<file path="src/rtl/contador_param_if.sv">
// Bundles the counter block's control, read and status signals between the
// FIFO bank / transaction-layer FSM side (master) and the counter (slave).
interface contador_param_if #(
  parameter int N_CH  = 4,
  parameter int CNT_W = 5,
  parameter int IDX_W = 2
);
  logic             init;
  logic             idle;
  logic [N_CH-1:0]  push;
  logic             req;
  logic [IDX_W-1:0] idx;
  logic             dump_req;
  logic             clr_on_rd;
  logic             valid;
  logic [CNT_W-1:0] data_out;
  logic [IDX_W-1:0] idx_out;
  logic             last;
  logic             busy;
  logic             err;
  logic [N_CH-1:0]  ovf;

  modport master (
    output init, idle, push, req, idx, dump_req, clr_on_rd,
    input  valid, data_out, idx_out, last, busy, err, ovf
  );

  modport slave (
    input  init, idle, push, req, idx, dump_req, clr_on_rd,
    output valid, data_out, idx_out, last, busy, err, ovf
  );
endinterface

</file>
<file path="src/rtl/contador_param.sv">
// Per-channel push counters with single-channel reads, sequential dump,
// wrap/saturate mode, clear-on-read and sticky overflow flags.
module contador_param #(
  parameter int N_CH     = 4,
  parameter int CNT_W    = 5,
  parameter int IDX_W    = 2,
  parameter int SATURATE = 0
) (
  input  logic             clk,
  input  logic             reset_L,
  contador_param_if.slave  bus
);

  localparam int IDX_SPAN = 1 << IDX_W;
  // Bit i set when index i names an existing channel.
  localparam logic [IDX_SPAN-1:0] IDX_OK   = IDX_SPAN'((64'd1 << N_CH) - 64'd1);
  localparam logic [IDX_W-1:0]    LAST_PTR = IDX_W'(N_CH - 1);

  typedef enum logic {S_IDLE, S_DUMP} state_t;

  state_t           state;
  logic [CNT_W-1:0] cnt [N_CH];
  logic [N_CH-1:0]  ovf_q;
  logic [IDX_W-1:0] ptr;
  logic             clr_lat;

  logic             valid_q;
  logic             last_q;
  logic             err_q;
  logic [CNT_W-1:0] data_q;
  logic [IDX_W-1:0] idx_q;

  logic             idx_ok;
  logic             rd_en;
  logic             rd_clr;
  logic [IDX_W-1:0] rd_ch;
  logic [N_CH-1:0]  clr_hit;
  logic [CNT_W-1:0] rd_val;

  assign idx_ok = IDX_OK[bus.idx];
  assign rd_val = cnt[rd_ch];

  // Which channel (if any) is read this edge, and whether that read clears it.
  always_comb begin
    // NOTE: every always_comb output gets a default first so no path leaves it unassigned (no latch).
    rd_en   = 1'b0;
    rd_clr  = 1'b0;
    rd_ch   = ptr;
    clr_hit = '0;
    if (state == S_DUMP) begin
      rd_en  = 1'b1;
      rd_clr = clr_lat;
    end else if (bus.idle && !bus.dump_req && bus.req && idx_ok) begin
      rd_en  = 1'b1;
      rd_ch  = bus.idx;
      rd_clr = bus.clr_on_rd;
    end
    for (int k = 0; k < N_CH; k++) begin
      clr_hit[k] = rd_en && rd_clr && (rd_ch == IDX_W'(k));
    end
  end

  // Counters run independently of the read FSM; a clearing read keeps a same-edge push.
  always_ff @(posedge clk or negedge reset_L) begin
    if (!reset_L) begin
      // NOTE: the counter array is plain flops that must start at zero, so it is reset like any other state.
      for (int k = 0; k < N_CH; k++) cnt[k] <= '0;
      ovf_q <= '0;
    end else if (bus.init) begin
      for (int k = 0; k < N_CH; k++) cnt[k] <= '0;
      ovf_q <= '0;
    end else begin
      for (int k = 0; k < N_CH; k++) begin
        if (clr_hit[k]) begin
          cnt[k]   <= bus.push[k] ? CNT_W'(1) : '0;
          ovf_q[k] <= 1'b0;
        end else if (bus.push[k]) begin
          if (&cnt[k]) begin
            ovf_q[k] <= 1'b1;
            if (SATURATE == 0) cnt[k] <= '0;
          end else begin
            cnt[k] <= cnt[k] + 1'b1;
          end
        end
      end
    end
  end

  always_ff @(posedge clk or negedge reset_L) begin
    if (!reset_L) begin
      // NOTE: sequential state uses non-blocking assignments so every flop samples pre-edge values.
      state   <= S_IDLE;
      ptr     <= '0;
      clr_lat <= 1'b0;
      valid_q <= 1'b0;
      last_q  <= 1'b0;
      err_q   <= 1'b0;
      data_q  <= '0;
      idx_q   <= '0;
    end else if (bus.init) begin
      state   <= S_IDLE;
      ptr     <= '0;
      clr_lat <= 1'b0;
      valid_q <= 1'b0;
      last_q  <= 1'b0;
      err_q   <= 1'b0;
      data_q  <= '0;
      idx_q   <= '0;
    end else begin
      valid_q <= 1'b0;
      last_q  <= 1'b0;
      err_q   <= 1'b0;
      case (state)
        S_IDLE: begin
          if (bus.idle) begin
            if (bus.dump_req) begin
              state   <= S_DUMP;
              ptr     <= '0;
              clr_lat <= bus.clr_on_rd;
            end else if (bus.req) begin
              if (idx_ok) begin
                valid_q <= 1'b1;
                data_q  <= rd_val;
                idx_q   <= bus.idx;
              end else begin
                err_q <= 1'b1;
              end
            end
          end
        end
        S_DUMP: begin
          valid_q <= 1'b1;
          data_q  <= rd_val;
          idx_q   <= ptr;
          if (ptr == LAST_PTR) begin
            last_q <= 1'b1;
            state  <= S_IDLE;
          end else begin
            ptr <= ptr + 1'b1;
          end
        end
        default: state <= S_IDLE;
      endcase
    end
  end

  assign bus.valid    = valid_q;
  assign bus.data_out = data_q;
  assign bus.idx_out  = idx_q;
  assign bus.last     = last_q;
  assign bus.busy     = (state == S_DUMP);
  assign bus.err      = err_q;
  assign bus.ovf      = ovf_q;

endmodule
</file>
<file path="src/flat_wrapper.sv">
// flat-port wrapper written by rule: the top's interface ports become plain ports
module contador_param_flat 
#(
  parameter int N_CH     = 4,
  parameter int CNT_W    = 5,
  parameter int IDX_W    = 2,
  parameter int SATURATE = 0
)
  (clk, reset_L, bus_init, bus_idle, bus_push, bus_req, bus_idx, bus_dump_req, bus_clr_on_rd, bus_valid, bus_data_out, bus_idx_out, bus_last, bus_busy, bus_err, bus_ovf);
  contador_param_if #(.N_CH(N_CH), .CNT_W(CNT_W), .IDX_W(IDX_W)) bus_i ();
  input  logic clk;
  input  logic reset_L;
  input wire logic [$bits(bus_i.init)-1:0] bus_init;
  input wire logic [$bits(bus_i.idle)-1:0] bus_idle;
  input wire logic [$bits(bus_i.push)-1:0] bus_push;
  input wire logic [$bits(bus_i.req)-1:0] bus_req;
  input wire logic [$bits(bus_i.idx)-1:0] bus_idx;
  input wire logic [$bits(bus_i.dump_req)-1:0] bus_dump_req;
  input wire logic [$bits(bus_i.clr_on_rd)-1:0] bus_clr_on_rd;
  output wire logic [$bits(bus_i.valid)-1:0] bus_valid;
  output wire logic [$bits(bus_i.data_out)-1:0] bus_data_out;
  output wire logic [$bits(bus_i.idx_out)-1:0] bus_idx_out;
  output wire logic [$bits(bus_i.last)-1:0] bus_last;
  output wire logic [$bits(bus_i.busy)-1:0] bus_busy;
  output wire logic [$bits(bus_i.err)-1:0] bus_err;
  output wire logic [$bits(bus_i.ovf)-1:0] bus_ovf;
  assign bus_i.init = bus_init;
  assign bus_i.idle = bus_idle;
  assign bus_i.push = bus_push;
  assign bus_i.req = bus_req;
  assign bus_i.idx = bus_idx;
  assign bus_i.dump_req = bus_dump_req;
  assign bus_i.clr_on_rd = bus_clr_on_rd;
  assign bus_valid = bus_i.valid;
  assign bus_data_out = bus_i.data_out;
  assign bus_idx_out = bus_i.idx_out;
  assign bus_last = bus_i.last;
  assign bus_busy = bus_i.busy;
  assign bus_err = bus_i.err;
  assign bus_ovf = bus_i.ovf;
  contador_param #(.N_CH(N_CH), .CNT_W(CNT_W), .IDX_W(IDX_W), .SATURATE(SATURATE)) u_core (.clk(clk), .reset_L(reset_L), .bus(bus_i));
endmodule
</file>
<file path="config.mk">
export PLATFORM = sky130hd
export DESIGN_NAME = contador_param_flat
export DESIGN_NICKNAME = d
export VERILOG_FILES = /design/src/rtl/contador_param_if.sv /design/src/rtl/contador_param.sv /design/src/flat_wrapper.sv
export SDC_FILE = /design/constraint.sdc
export NUM_CORES = 1
export LEC_CHECK = 0
export ABC_AREA = 1
export BUFFER_PORTS_ARGS = -buffer_cell sky130_fd_sc_hd__buf_2
export CORE_UTILIZATION = 45
export CTS_CLUSTER_DIAMETER = 120
export CTS_CLUSTER_SIZE = 24
export DETAILED_ROUTE_END_ITERATION = 10
export PLACE_DENSITY = 0.62
export SKIP_CTS_REPAIR_TIMING = 1
export SYNTH_ARGS = -nofsm -noshare
export SYNTH_HDL_FRONTEND = slang
export SYNTH_SLANG_ARGS = --single-unit
</file>
<file path="constraint.sdc">
create_clock -name clk -period 1.64 [get_ports clk]
set_input_delay 0.328 -clock clk [delete_from_list [all_inputs] [get_ports clk]]
set_output_delay 0.328 -clock clk [all_outputs]
set_load 0.02 [all_outputs]
</file>
* After elaboration in Yosys (flattened, before gate mapping)
Index checks and enable logic that the tools add are counted.
** Operators by class
- Add/sub/neg operators :: 5
- Order comparisons :: 2
- Equality and inequality tests :: 11
- Multiplexer cells :: 82
- Bitwise operators :: 2
- Reductions and logical operators :: 31
** Operators with widths (number)
- 5-bit two-way mux :: 19
- 1-bit two-way mux :: 43
- 3-bit nonzero test :: 8
- 2-bit two-way mux :: 11
- 5-bit by 1-bit adder with 5-bit output (second input constant) :: 4
- 20-bit two-way mux :: 1
- 5-bit AND reduction :: 4
- 3-bit inequality test (second input constant) :: 5
- 5-bit binary-select mux with 2-bit select :: 1
- 5-bit case mux with 2 select lines :: 1
- 1-bit logical AND :: 8
- 2-bit case mux with 2 select lines :: 2
- 2-bit AND reduction :: 4
- 2-bit equality test (second input constant) :: 3
- 3-bit AND reduction :: 2
- 4-bit two-way mux :: 1
- 1-bit case mux with 2 select lines :: 2
- 4-bit AND reduction :: 1
- 2-bit nonzero test :: 2
- 3-bit >= comparator (second input constant) :: 1
- 2-bit by 3-bit less-than comparator with 1-bit output (second input constant) :: 1
- 3-bit by 2-bit inequality test with 1-bit output (second input constant) :: 1
- 2-bit inverter with 3-bit output :: 1
- 2-bit by 1-bit adder with 2-bit output (second input constant) :: 1
- other kinds (6) :: 6
** Word-level totals
- Bits in registers :: 38
- Input bits :: 13
- Output and inout port bits :: 15
- Word-level logic and storage cells :: 149

* Depth between registers and ports, before layout
Gate-level depths: netlist of run 1.
- Depth after elaboration :: 16
- Gate-level depth with buffers :: 12
- Depth with buffers taken out :: 10

* Worst setup path after synthesis of run 1
OpenSTA, ideal clock, no wires.
- Path kind :: flip-flop to flip-flop
- Start :: reg u_core.state, in the netlist u_core.bus.busy
- End :: reg u_core.cnt[7] in the netlist's numbering
- Setup time :: 0.118 ns
- Arrival time :: 1.401 ns
- Required time :: 1.522 ns
- Slack :: 0.121 ns
- Stages on the path, launching flop included :: 11
- Path buffers :: 2
- Period minus slack after synthesis :: 1.519 ns
- Cell sequence :: dfrtp_1 -> buf_6 -> clkinv_4 -> nand4_2 -> nand2_1 -> nand2_2 -> nor2_1 -> nand2_1 -> buf_6 -> nand4_1 -> nand2_1
** On the way
- Cells in the longest elaborated chain, start to end :: 5
- Elaborated cells between the ends (all ways) :: 9
- Those cells by class :: eq/ne (1); mux (5); reduce/logical (3)
** Ends and longest elaborated chain
- start, declared :: RTL line contador_param.sv:21 : state_t state;
- start signal, assigned :: RTL line contador_param.sv:92 : state <= S_IDLE;
- start signal, assigned :: RTL line contador_param.sv:101 : state <= S_IDLE;
- start signal, assigned :: RTL line contador_param.sv:117 : state <= S_DUMP;
- 2-bit two-way mux / 1-bit two-way mux (equally long branches) :: RTL line contador_param.sv:50 : if (state == S_DUMP) begin
- 2-bit equality test / 1-bit logical AND (equally long branches) :: RTL line contador_param.sv:59 : clr_hit[k] = rd_en && rd_clr && (rd_ch == IDX_W'(k));
- 1-bit logical AND (*) :: RTL line contador_param.sv:59
- 5-bit two-way mux :: RTL line contador_param.sv:74 : if (clr_hit[k]) begin
- 20-bit two-way mux :: RTL line contador_param.sv:69 : end else if (bus.init) begin
- end signal, assigned by index :: RTL line contador_param.sv:75 : cnt[k] <= bus.push[k] ? CNT_W'(1) : '0;
- end signal, assigned by index :: RTL line contador_param.sv:82 : cnt[k] <= cnt[k] + 1'b1;
- end, declared :: RTL line contador_param.sv:22 : logic [CNT_W-1:0] cnt [N_CH];
Mark *: on every way between the ends. The rest lies on a longest branch, timed or not.
A chain may end at the register's enable or synchronous reset.

* Worst setup path after layout of run 1
- Start :: reg u_core.cnt[0] in the netlist's numbering
- End :: reg u_core.cnt[2] in the netlist's numbering
** On the way
- Cells in the longest elaborated chain, start to end :: 5
- Elaborated cells between the ends (all ways) :: 6
- Those cells by class :: add/sub (1); mux (4); reduce/logical (1)
** Ends and longest elaborated chain
- 5-bit by 1-bit adder with 5-bit output / 5-bit AND reduction (equally long branches) :: RTL line contador_param.sv:82, contador_param.sv:78
- 5-bit two-way mux (*) :: RTL line contador_param.sv:78 : if (&cnt[k]) begin
- 5-bit two-way mux (*) :: RTL line contador_param.sv:77 : end else if (bus.push[k]) begin
- 5-bit two-way mux (*) :: RTL line contador_param.sv:74
- 20-bit two-way mux (*) :: RTL line contador_param.sv:69
Mark *: on every way between the ends. The rest lies on a longest branch, timed or not. The select of a mux whose other input is x is not followed.

==> impl_metrics.json, run 1 <==
{
  "final_core_util": 0.547,
  "ys_ff_latch": 37,
  "cp.required_ns": 1.85,
  "critPathCaptureType": "register",
  "slowest_stage": "dfrtp_1",
  "crit_chain": "ha_1, nand2_1, nor2_1, ha_1, nor3b_1, nand4_1, o21ai_1",
  "antenna_found_initial": 0,
  "start_util": 0.471,
  "fin_crit_sh": 0.901,
  "yosys_warnings": 0,
  "reg2reg_from": "u_core.cnt[0]$_DFFE_PN0P_",
  "rows": 25,
  "worst_hold_path.endpoint": "u_core.clr_lat$_DFFE_PN0P_",
  "cts_tree": "done",
  "area_growth_pct": 16.1,
  "setup_slack_ns": 0.163,
  "leakagePower_nw": 1.34,
  "nets": 339,
  "finalHoldViolations": 0,
  "path_buf_inv": 0,
  "critPathTopFamily": "simple AND/OR/NAND/NOR gates",
  "worstRegToRegCells": 7,
  "crit_type": "register to register",
  "crit_arrival_ns": 1.69,
  "syn_avg_cell_area_um2": 7.91,
  "whs_path_depth": 3,
  "synth_nets": 305,
  "drv_cap": 0,
  "start_kind": "register",
  "routedWlPerCell_um": 12.6,
  "initialDrtViolationCount": 100,
  "grt_pass1_wl_um": 8580,
  "ir_drop_mv": 0.467,
  "cts.path.max_buffers": 2,
  "grtUsageTotal": 0.207,
  "vias_per_cell": 5.09,
  "clock.fmax_mhz": 677,
  "drive_gt1_frac": 0.198,
  "r2r_slack_ns": 0.16,
  "grt_max_degree": 27,
  "cts.htree.levels": 2,
  "dp_slack_ns": 0.0726,
  "power.density_nw_per_um2": 771,
  "gp_congestion": 0.861,
  "synthesis.area_um2": 2240,
  "status": "finished clean",
  "syn_inst": 283,
  "dr.pass1.iters": 4,
  "skew_ns": 0.00658,
  "numCtsBuffers": 5,
  "hold_path_class": "input port to register",
  "rsz0062_at_grt": "false",
  "finalSetupViolations": 0,
  "clk_pin_slew_ns": 0.07,
  "cts-root-buf": "clkbuf_8",
  "synth_cell_type_count": 34,
  "drc": 0,
  "cpPeakStageDelay_ns": 0.42,
  "dieArea_um2": 5260,
  "numPortBuffers": 26,
  "grt_pass1_vias": 1856,
  "fin_crit_ns": 1.48,
  "vias": 1959,
  "clk_latency_ns": 0.28,
  "holdCritStartpoint": "bus_clr_on_rd",
  "grt_overflow": 0,
  "die_y_um": 72.5,
  "clock_sinks": 37,
  "ys_seq_area_frac": 0.413,
  "die_width_um": 72.5,
  "critPathMaxFanout": 5,
  "drtAntennaViolNets": 0,
  "core_um2": 4750,
  "report.final.slew_viol_count": 0,
  "r2r_end": "u_core.cnt[2]$_DFFE_PN0P_",
  "critPathMostFrequentCell": "ha_1",
  "drt_wl_total_um": 4870,
  "hold_slack_ns": 0.286,
  "dp.final_hpwl_um": 3610,
  "power.total_mw": 2.01,
  "antennaDiodeCount": 0,
  "setup_tns_ns": 0,
  "ios": 28
}
## power breakdown
| group | total, mW | internal, mW | leakage (nW) | switching (mW) |
|---|---|---|---|---|
| clock | 0.705 | 0.380 | 0.0542 | 0.325 |
| combinational | 0.321 | 0.116 | 0.777 | 0.205 |
| sequential | 0.980 | 0.949 | 0.504 | 0.0317 |
## how the worst max path moves through the flow
stage / start / endpoint / depth (start not counted)
floorplan: u_core.bus.busy$_DFF_PN0_ / u_core.cnt[7]$_DFFE_PN0P_ / 10
global placement: bus_dump_req / u_core.cnt[5]$_DFFE_PN0P_ / 11
detailed placement: bus_dump_req / u_core.cnt[5]$_DFFE_PN0P_ / 11
CTS: u_core.bus.busy$_DFF_PN0_ / u_core.cnt[5]$_DFFE_PN0P_ / 9
global route: u_core.bus.busy$_DFF_PN0_ / u_core.bus.data_out[1]$_DFFE_PN0P_ / 10
finish: u_core.cnt[0]$_DFFE_PN0P_ / u_core.cnt[2]$_DFFE_PN0P_ / 7
## synth_stat cells
cell	number	area (um2)
inv_2	2	7.51
o21bai_1	3	22.5
nand3_1	32	160
nor3b_1	3	22.5
o21ai_2	4	35.0
nand3_4	2	35.0
nor3_1	2	10.0
o21ai_0	5	25.0
a22o_1	1	8.76
o21ai_1	5	25.0
dfrtp_1	37	926
nand2_1	62	233
a21oi_1	7	35.0
xor2_1	4	35.0
buf_4	1	7.51
clkinv_4	1	8.76
conb_1	1	3.75
mux2i_1	1	10.0
nand4_2	1	12.5
clkinv_1	1	3.75
nor2_2	1	6.26
nand3_2	2	20.0
nand3b_1	1	7.51
nand2_2	5	31.3
nor2_1	34	128
a21oi_2	1	8.76
buf_2	1	5.00
a32o_1	1	10.0
xnor2_1	1	8.76
inv_1	26	97.6
ha_1	9	113
buf_6	4	45.0
nand4_1	20	125
clkbuf_1	2	7.51
## cell usage in the layout (no fill, tap or decap), types with 3 or more instances in the layout
| cell type | Yosys | final |
|---|---|---|
| nand2_1 | 62 | 61 |
| dfrtp_1 | 37 | 36 |
| nor2_1 | 34 | 34 |
| nand3_1 | 32 | 32 |
| inv_1 | 26 | 26 |
| buf_2 | 1 | 26 |
| nand4_1 | 20 | 20 |
| ha_1 | 9 | 9 |
| a21oi_1 | 7 | 7 |
| clkbuf_8 | 0 | 7 |
| nand2_2 | 5 | 6 |
| o21ai_0 | 5 | 5 |
| o21ai_1 | 5 | 5 |
| buf_4 | 1 | 5 |
| o21ai_2 | 4 | 4 |
| xor2_1 | 4 | 4 |
| nor3b_1 | 3 | 3 |
| o21bai_1 | 3 | 3 |
| buf_12 | 0 | 3 |
## kinds of logic after synthesis
logic type	count (synthesis)	synth area share
AND/OR/NAND/NOR	165	0.353
buffers and inverters	38	0.0816
flip-flops	37	0.413
AO/OA/AOI/OAI	27	0.0760
adder cells (fa/ha/maj)	9	0.0503
XOR/XNOR	5	0.0196
other	1	0.00167
multiplexers	1	0.00447
## metrics by stage
| step | area, um2 | instances |
|---|---|---|
| CTS | 2590 | 384 |
| global placement | 2490 | 376 |
| global route | 2600 | 385 |
| finish | 2600 | 385 |
| detailed placement | 2490 | 376 |
| floorplan | 2240 | 283 |
## sequential cells by signal (all words and copies together) (netlist names)
| register | count |
|---|---|
| u_core.bus.ovf | 4 |
| u_core.bus.idx_out | 2 |
| u_core.bus.data_out | 5 |
| u_core.ptr | 2 |
| u_core.bus.last | 1 |
| u_core.cnt | 20 |
| u_core.bus.busy | 1 |
| u_core.clr_lat | 1 |
| u_core.bus.valid | 1 |
## final cells by class
cell class                 instances  area, um2
timing repair buffer              35        238
clock inverter                     1       5.00
fill                             452       2150
sequential                        37        927
tap                               67       83.8
multi-input combinational        208       1130
inverter                          30        118
clock buffer                       7       96.3
## tightest hold or removal path: stages
cell and delay [ns]:
buf_2 0.11, inv_1 0.04, a21oi_1 0.05
## metal layers
layer	wire [um]	global-route usage	part of all wire	vias to the layer above
met5	0	0	0	-
met4	24	0.0458	0.0049	0
met3	176	0.0389	0.036	2
met2	2170	0.335	0.44	40
met1	2500	0.289	0.51	906
li1	-	-	-	1011
(Power assumes the default switching activity.)
==> run 2: changes to the inputs <==
- REMOVE_ABC_BUFFERS: unset -> 1
- SKIP_LAST_GASP: unset -> 1
==> run 2 against run 1 <==
Effect of this change: hold slack worse by 0.27 ns; clock-buffer cell count is the same; largest power group unchanged; utilization fell by 0.74 points; total power fell by 3.6%; sequential share of layout area grew 0.49 points; final cell count up 0.26%; clock power shrank 9.4%; critical endpoint unchanged; routed wire length grew 0.23%; highest routed layer unchanged.
==> impl_metrics.json, run 2 (synthesized netlist as in run 1, its figures left out) <==
{
  "grt_pass1_vias": 1850,
  "slew_headroom": 0.651,
  "die_width_um": 72.5,
  "largest_reg_flops": 20,
  "hold_path_class": "input port to async pin",
  "critPathMaxFanout": 8,
  "die_y_um": 72.5,
  "clk_latency_ns": 0.28,
  "cts.path.max_buffers": 2,
  "p_clk_frac": 0.330,
  "initialDrtViolationCount": 129,
  "top_register": "u_core.cnt",
  "nets": 341,
  "top_layer_used": "met4",
  "cts-root-buf": "clkbuf_8",
  "routed-wl-met3_um": 173,
  "vias_per_cell": 5.07,
  "clock_sinks": 37,
  "wl_met1_um": 2500,
  "numCtsBuffers": 5,
  "drv_cap": 0,
  "p_switching_mw": 0.541,
  "ir_drop_mv": 0.347,
  "layout_common_cells": "nand2_1, dfrtp_1, nor2_1, nand3_1",
  "crit_chain": "clkinv_4, nand4_2, nand2_1, nand2_2, buf_4, nand3_2, nand3_1, o21ai_1",
  "vias": 1958,
  "numPortBuffers": 26,
  "gp_congestion": 0.830,
  "rows": 25,
  "fin_crit_ns": 1.48,
  "dieArea_um2": 5260,
  "antenna_found_initial": 0,
  "worst_pin_slew_ns": 0.523,
  "skew_ns": 0.00448,
  "cpPeakStageDelay_ns": 0.46,
  "p_comb_frac": 0.163,
  "rsz0062_at_grt": "true",
  "cp.required_ns": 1.85,
  "final_common_cell": "nand2_1",
  "wl_met2_um": 2170,
  "grtUsageTotal": 0.209,
  "sw_frac_of_total": 0.280,
  "final_cells": 386,
  "area_growth_pct": 14.6,
  "ios": 28,
  "dr.pass1.iters": 5,
  "drtAntennaViolNets": 0,
  "intPower_mw": 1.39,
  "cts_tree": "done",
  "setup_tns_ns": 0,
  "report.final.slew_viol_count": 0,
  "drt_wl_total_um": 4880,
  "leakagePower_nw": 1.33,
  "grt_overflow": 0,
  "cts.htree.levels": 2,
  "status": "finished clean",
  "crit_arrival_ns": 1.69,
  "grt_pass1_wl_um": 8500,
  "slowest_stage": "dfrtp_2",
  "r2r_slack_ns": 0.16,
  "routedWlPerCell_um": 12.6,
  "placedCellCount": 377,
  "grt_max_degree": 27,
  "crit_type": "register to register",
  "drc": 0,
  "finalHoldViolations": 0,
  "start_util": 0.471,
  "hold_slack_ns": 0.0142,
  "pwr-share-seq": 0.507,
  "dp.final_hpwl_um": 3640,
  "drive_gt1_frac": 0.204,
  "clock.fmax_mhz": 675,
  "power.density_nw_per_um2": 754,
  "start_kind": "register",
  "critPathCaptureType": "register",
  "core_um2": 4750,
  "antennaDiodeCount": 0,
  "clk_pin_slew_ns": 0.07,
  "finalSetupViolations": 0,
  "power.total_mw": 1.93,
  "fin_crit_sh": 0.903
}
## run 2: final timing paths
path / to / from / cells after the start
worst max-delay path: u_core.cnt[2]$_DFFE_PN0P_ / u_core.bus.busy$_DFF_PN0_ / 8
worst min-delay path: u_core.cnt[2]$_DFFE_PN0P_ / reset_L / 1
worst max register to register: u_core.cnt[2]$_DFFE_PN0P_ / u_core.bus.busy$_DFF_PN0_ / 8
worst min register to register: u_core.bus.data_out[1]$_DFFE_PN0P_ / u_core.bus.data_out[1]$_DFFE_PN0P_ / 2
max in group asynchronous: u_core.bus.busy$_DFF_PN0_ / reset_L / 2
min in group clk: u_core.clr_lat$_DFFE_PN0P_ / bus_clr_on_rd / 3
## run 2: metrics by stage
step                utilization  area (um2)  setup slack, ns
floorplan                     -        2170          -0.0902
global placement          0.517        2460           0.0666
detailed placement        0.517        2460           0.0362
CTS                       0.535        2540           0.0405
global route              0.540        2570         -0.00637
finish                    0.540        2570            0.159
## run 2: routing by layer
| layer | global-route usage | up-vias |
|---|---|---|
| li1 | - | 1014 |
| met1 | 0.289 | 907 |
| met2 | 0.333 | 35 |
| met3 | 0.0431 | 2 |
| met4 | 0.0588 | 0 |
| met5 | 0 | - |
## run 2: critical path: cells and delay by family (launching register included)
| kind | cells | cell delay [ns] |
|---|---|---|
| compound gates | 1 | 0.15 |
| buf+inv | 2 | 0.25 |
| flops | 1 | 0.46 |
| simple gates | 5 | 0.54 |
## run 2: power groups by stage
stage	sequential (mW)	combinational, mW	clock, mW
floorplan	1.02	0.158	0
global placement	0.998	0.307	0
detailed placement	0.998	0.311	0
CTS	0.981	0.311	0.662
global route	0.986	0.358	0.687
finish	0.980	0.315	0.639
## run 2: cell type report
class                           count  area [um2]
Timing Repair Buffer               37         213
Multi-Input combinational cell    208        1140
Tap cell                           67        83.8
Inverter                           30         118
Fill cell                         484        2190
Sequential cell                    37         927
Clock buffer                        7        86.3
==> run 3: changes to the inputs <==
- CELL_PAD_IN_SITES_DETAIL_PLACEMENT: unset -> 0
- CELL_PAD_IN_SITES_GLOBAL_PLACEMENT: unset -> 2
- CORE_UTILIZATION: 45 -> 34
- PLACE_DENSITY: 0.62 -> 0.77
==> run 3 against run 2 <==
Effect of this change: routed wire length is 12% higher; hold slack better by 0.25 ns; first-iteration DRC count shrank 39%; clock power up 50%; sequential cell count is the same; clock skew is 0.0028 ns higher; combinational power is 6.7% higher; clock-buffer cell count shrank 2; non-clock buffer count increased by 3; utilization down 12 points; largest power group unchanged; highest routed layer unchanged.
==> impl_metrics.json, run 3 (synthesized netlist as in run 1, its figures left out) <==
{
  "status": "finished clean",
  "cpPeakStageDelay_ns": 0.42,
  "critPathMaxFanout": 4,
  "seq_area_um2": 927,
  "slowest_stage": "dfrtp_1",
  "grt_pass1_wl_um": 9400,
  "fin_area_um2": 2670,
  "dp.final_hpwl_um": 4030,
  "critPathCaptureType": "register",
  "drc": 0,
  "intPower_mw": 1.67,
  "p_clk_frac": 0.422,
  "critPathMostFrequentCell": "nor2_1",
  "numPortBuffers": 26,
  "setup_tns_ns": 0,
  "fin_crit_sh": 0.902,
  "cts_tree": "done",
  "nets": 344,
  "power.density_nw_per_um2": 850,
  "die_y_um": 83.2,
  "antenna_found_initial": 0,
  "initialDrtViolationCount": 79,
  "clk_latency_ns": 0.30,
  "vias": 1977,
  "layout_common_cells": "nand2_1, dfrtp_1, nor2_1, nand3_1",
  "dr.pass1.iters": 4,
  "fin_crit_ns": 1.48,
  "crit_type": "register to register",
  "grt_overflow": 0,
  "ios": 28,
  "p_comb_frac": 0.148,
  "nFillCells": 676,
  "critPathTopFamily": "simple AND/OR/NAND/NOR gates",
  "die_width_um": 83.2,
  "rsz0062_at_grt": "false",
  "hold_path_class": "input port to register",
  "clock.fmax_mhz": 676,
  "dieArea_um2": 6920,
  "skew_ns": 0.00730,
  "grtUsageTotal": 0.172,
  "clk_pin_slew_ns": 0.08,
  "largest_reg_flops": 20,
  "grt_pass1_vias": 1858,
  "drt_wl_total_um": 5450,
  "holdCritStartpoint": "bus_clr_on_rd",
  "start_util": 0.353,
  "crit_chain": "ha_1, nand2_1, nor2_1, ha_1, nor2_1, o21ai_2, nor2_1, nor2_1",
  "core_um2": 6350,
  "critPathLaunch": "u_core.cnt[16]$_DFFE_PN0P_",
  "top_register": "u_core.cnt",
  "final_core_util": 0.421,
  "routedWlPerCell_um": 13.6,
  "cts-root-buf": "clkbuf_8",
  "p_switching_mw": 0.597,
  "finalHoldViolations": 0,
  "cts.htree.levels": 2,
  "reg2reg_from": "u_core.cnt[16]$_DFFE_PN0P_",
  "finalSetupViolations": 0,
  "report.final.slew_viol_count": 0,
  "vias_per_cell": 4.94,
  "numCtsBuffers": 5,
  "start_kind": "register",
  "hold_slack_ns": 0.268,
  "sw_frac_of_total": 0.263,
  "area_growth_pct": 19.3,
  "pwr-share-seq": 0.430,
  "path_buf_inv": 0,
  "drv_cap": 0,
  "final_common_cell": "nand2_1",
  "antennaDiodeCount": 0,
  "place_area_um2": 2500,
  "clock_sinks": 37,
  "cts.path.max_buffers": 2,
  "crit_arrival_ns": 1.67,
  "grt_max_degree": 27,
  "gp_congestion": 0.760,
  "leakagePower_nw": 1.37,
  "cp.required_ns": 1.83,
  "multi_input_area_um2": 1150,
  "rows": 29,
  "drtAntennaViolNets": 0,
  "ir_drop_mv": 0.376,
  "drive_gt1_frac": 0.214
}
[run 3: cell count changes in the layout (fill, tap and decap cells not counted)]
| cell | change |
|---|---|
| a21oi_4 | +1 |
| clkinv_2 | +1 |
| dlygate4sd3_1 | +1 |
| clkbuf_1 | -1 |
| clkbuf_8 | -1 |
| bufinv_16 | +2 |
| buf_4 | +1 |
| a21oi_2 | -1 |
| buf_12 | +1 |
[run 3: cell type report]
cell class                      instances  area share
Inverter                               30      0.0440
Clock inverter                          3      0.0244
Multi-Input combinational cell        208       0.429
Timing Repair Buffer                   40      0.0937
Sequential cell                        37       0.347
Tap cell                               77      0.0361
Clock buffer                            5      0.0258
[run 3: worst paths after layout]
| check | end | slack, ns | depth (start not counted) |
|---|---|---|---|
| min in group asynchronous | u_core.bus.data_out[2]$_DFFE_PN0P_ | 0.50 | 2 |
| setup reg to reg | u_core.bus.ovf[0]$_DFFE_PN0P_ | 0.16 | 8 |
| max in group asynchronous | u_core.bus.ovf[1]$_DFFE_PN0P_ | 0.67 | 3 |
| hold reg to reg | u_core.bus.data_out[1]$_DFFE_PN0P_ | 0.48 | 2 |
| hold / removal | u_core.clr_lat$_DFFE_PN0P_ | 0.27 | 3 |
| setup / recovery | u_core.bus.ovf[0]$_DFFE_PN0P_ | 0.16 | 8 |
[run 3: worst reg2reg max path, stage by stage, from the launching register on]
cell and delay (ns):
dfrtp_1 0.42, ha_1 0.21, nand2_1 0.08, nor2_1 0.04, ha_1 0.23, nor2_1 0.19
o21ai_2 0.07, nor2_1 0.09, nor2_1 0.05
[run 3: layer usage]
layer | track usage | part of all wire | vias to the layer above | wire [um]
li1 | - | - | 1027 | -
met1 | 0.250 | 0.50 | 906 | 2730
met2 | 0.259 | 0.45 | 39 | 2470
met3 | 0.0358 | 0.036 | 5 | 195
met4 | 0.0470 | 0.010 | 0 | 57
met5 | 0 | 0 | - | 0
[run 3: per-stage QoR]
step,std cells,total power [mW],setup WS [ns]
after CTS,397,2.29,0.0446
after global placement,389,1.33,0.0520
after global routing,400,2.39,0.0171
after detailed placement,389,1.32,0.0377
final,400,2.27,0.160
after floorplan,275,1.18,-0.0902
[run 3: power groups by stage]
stage               clock, mW  sequential (mW)  combinational [mW]
floorplan                   0             1.02               0.158
global placement            0            0.995               0.331
detailed placement          0            0.996               0.328
CTS                     0.984            0.978               0.329
global route             1.03            0.982               0.379
finish                  0.959            0.977               0.336
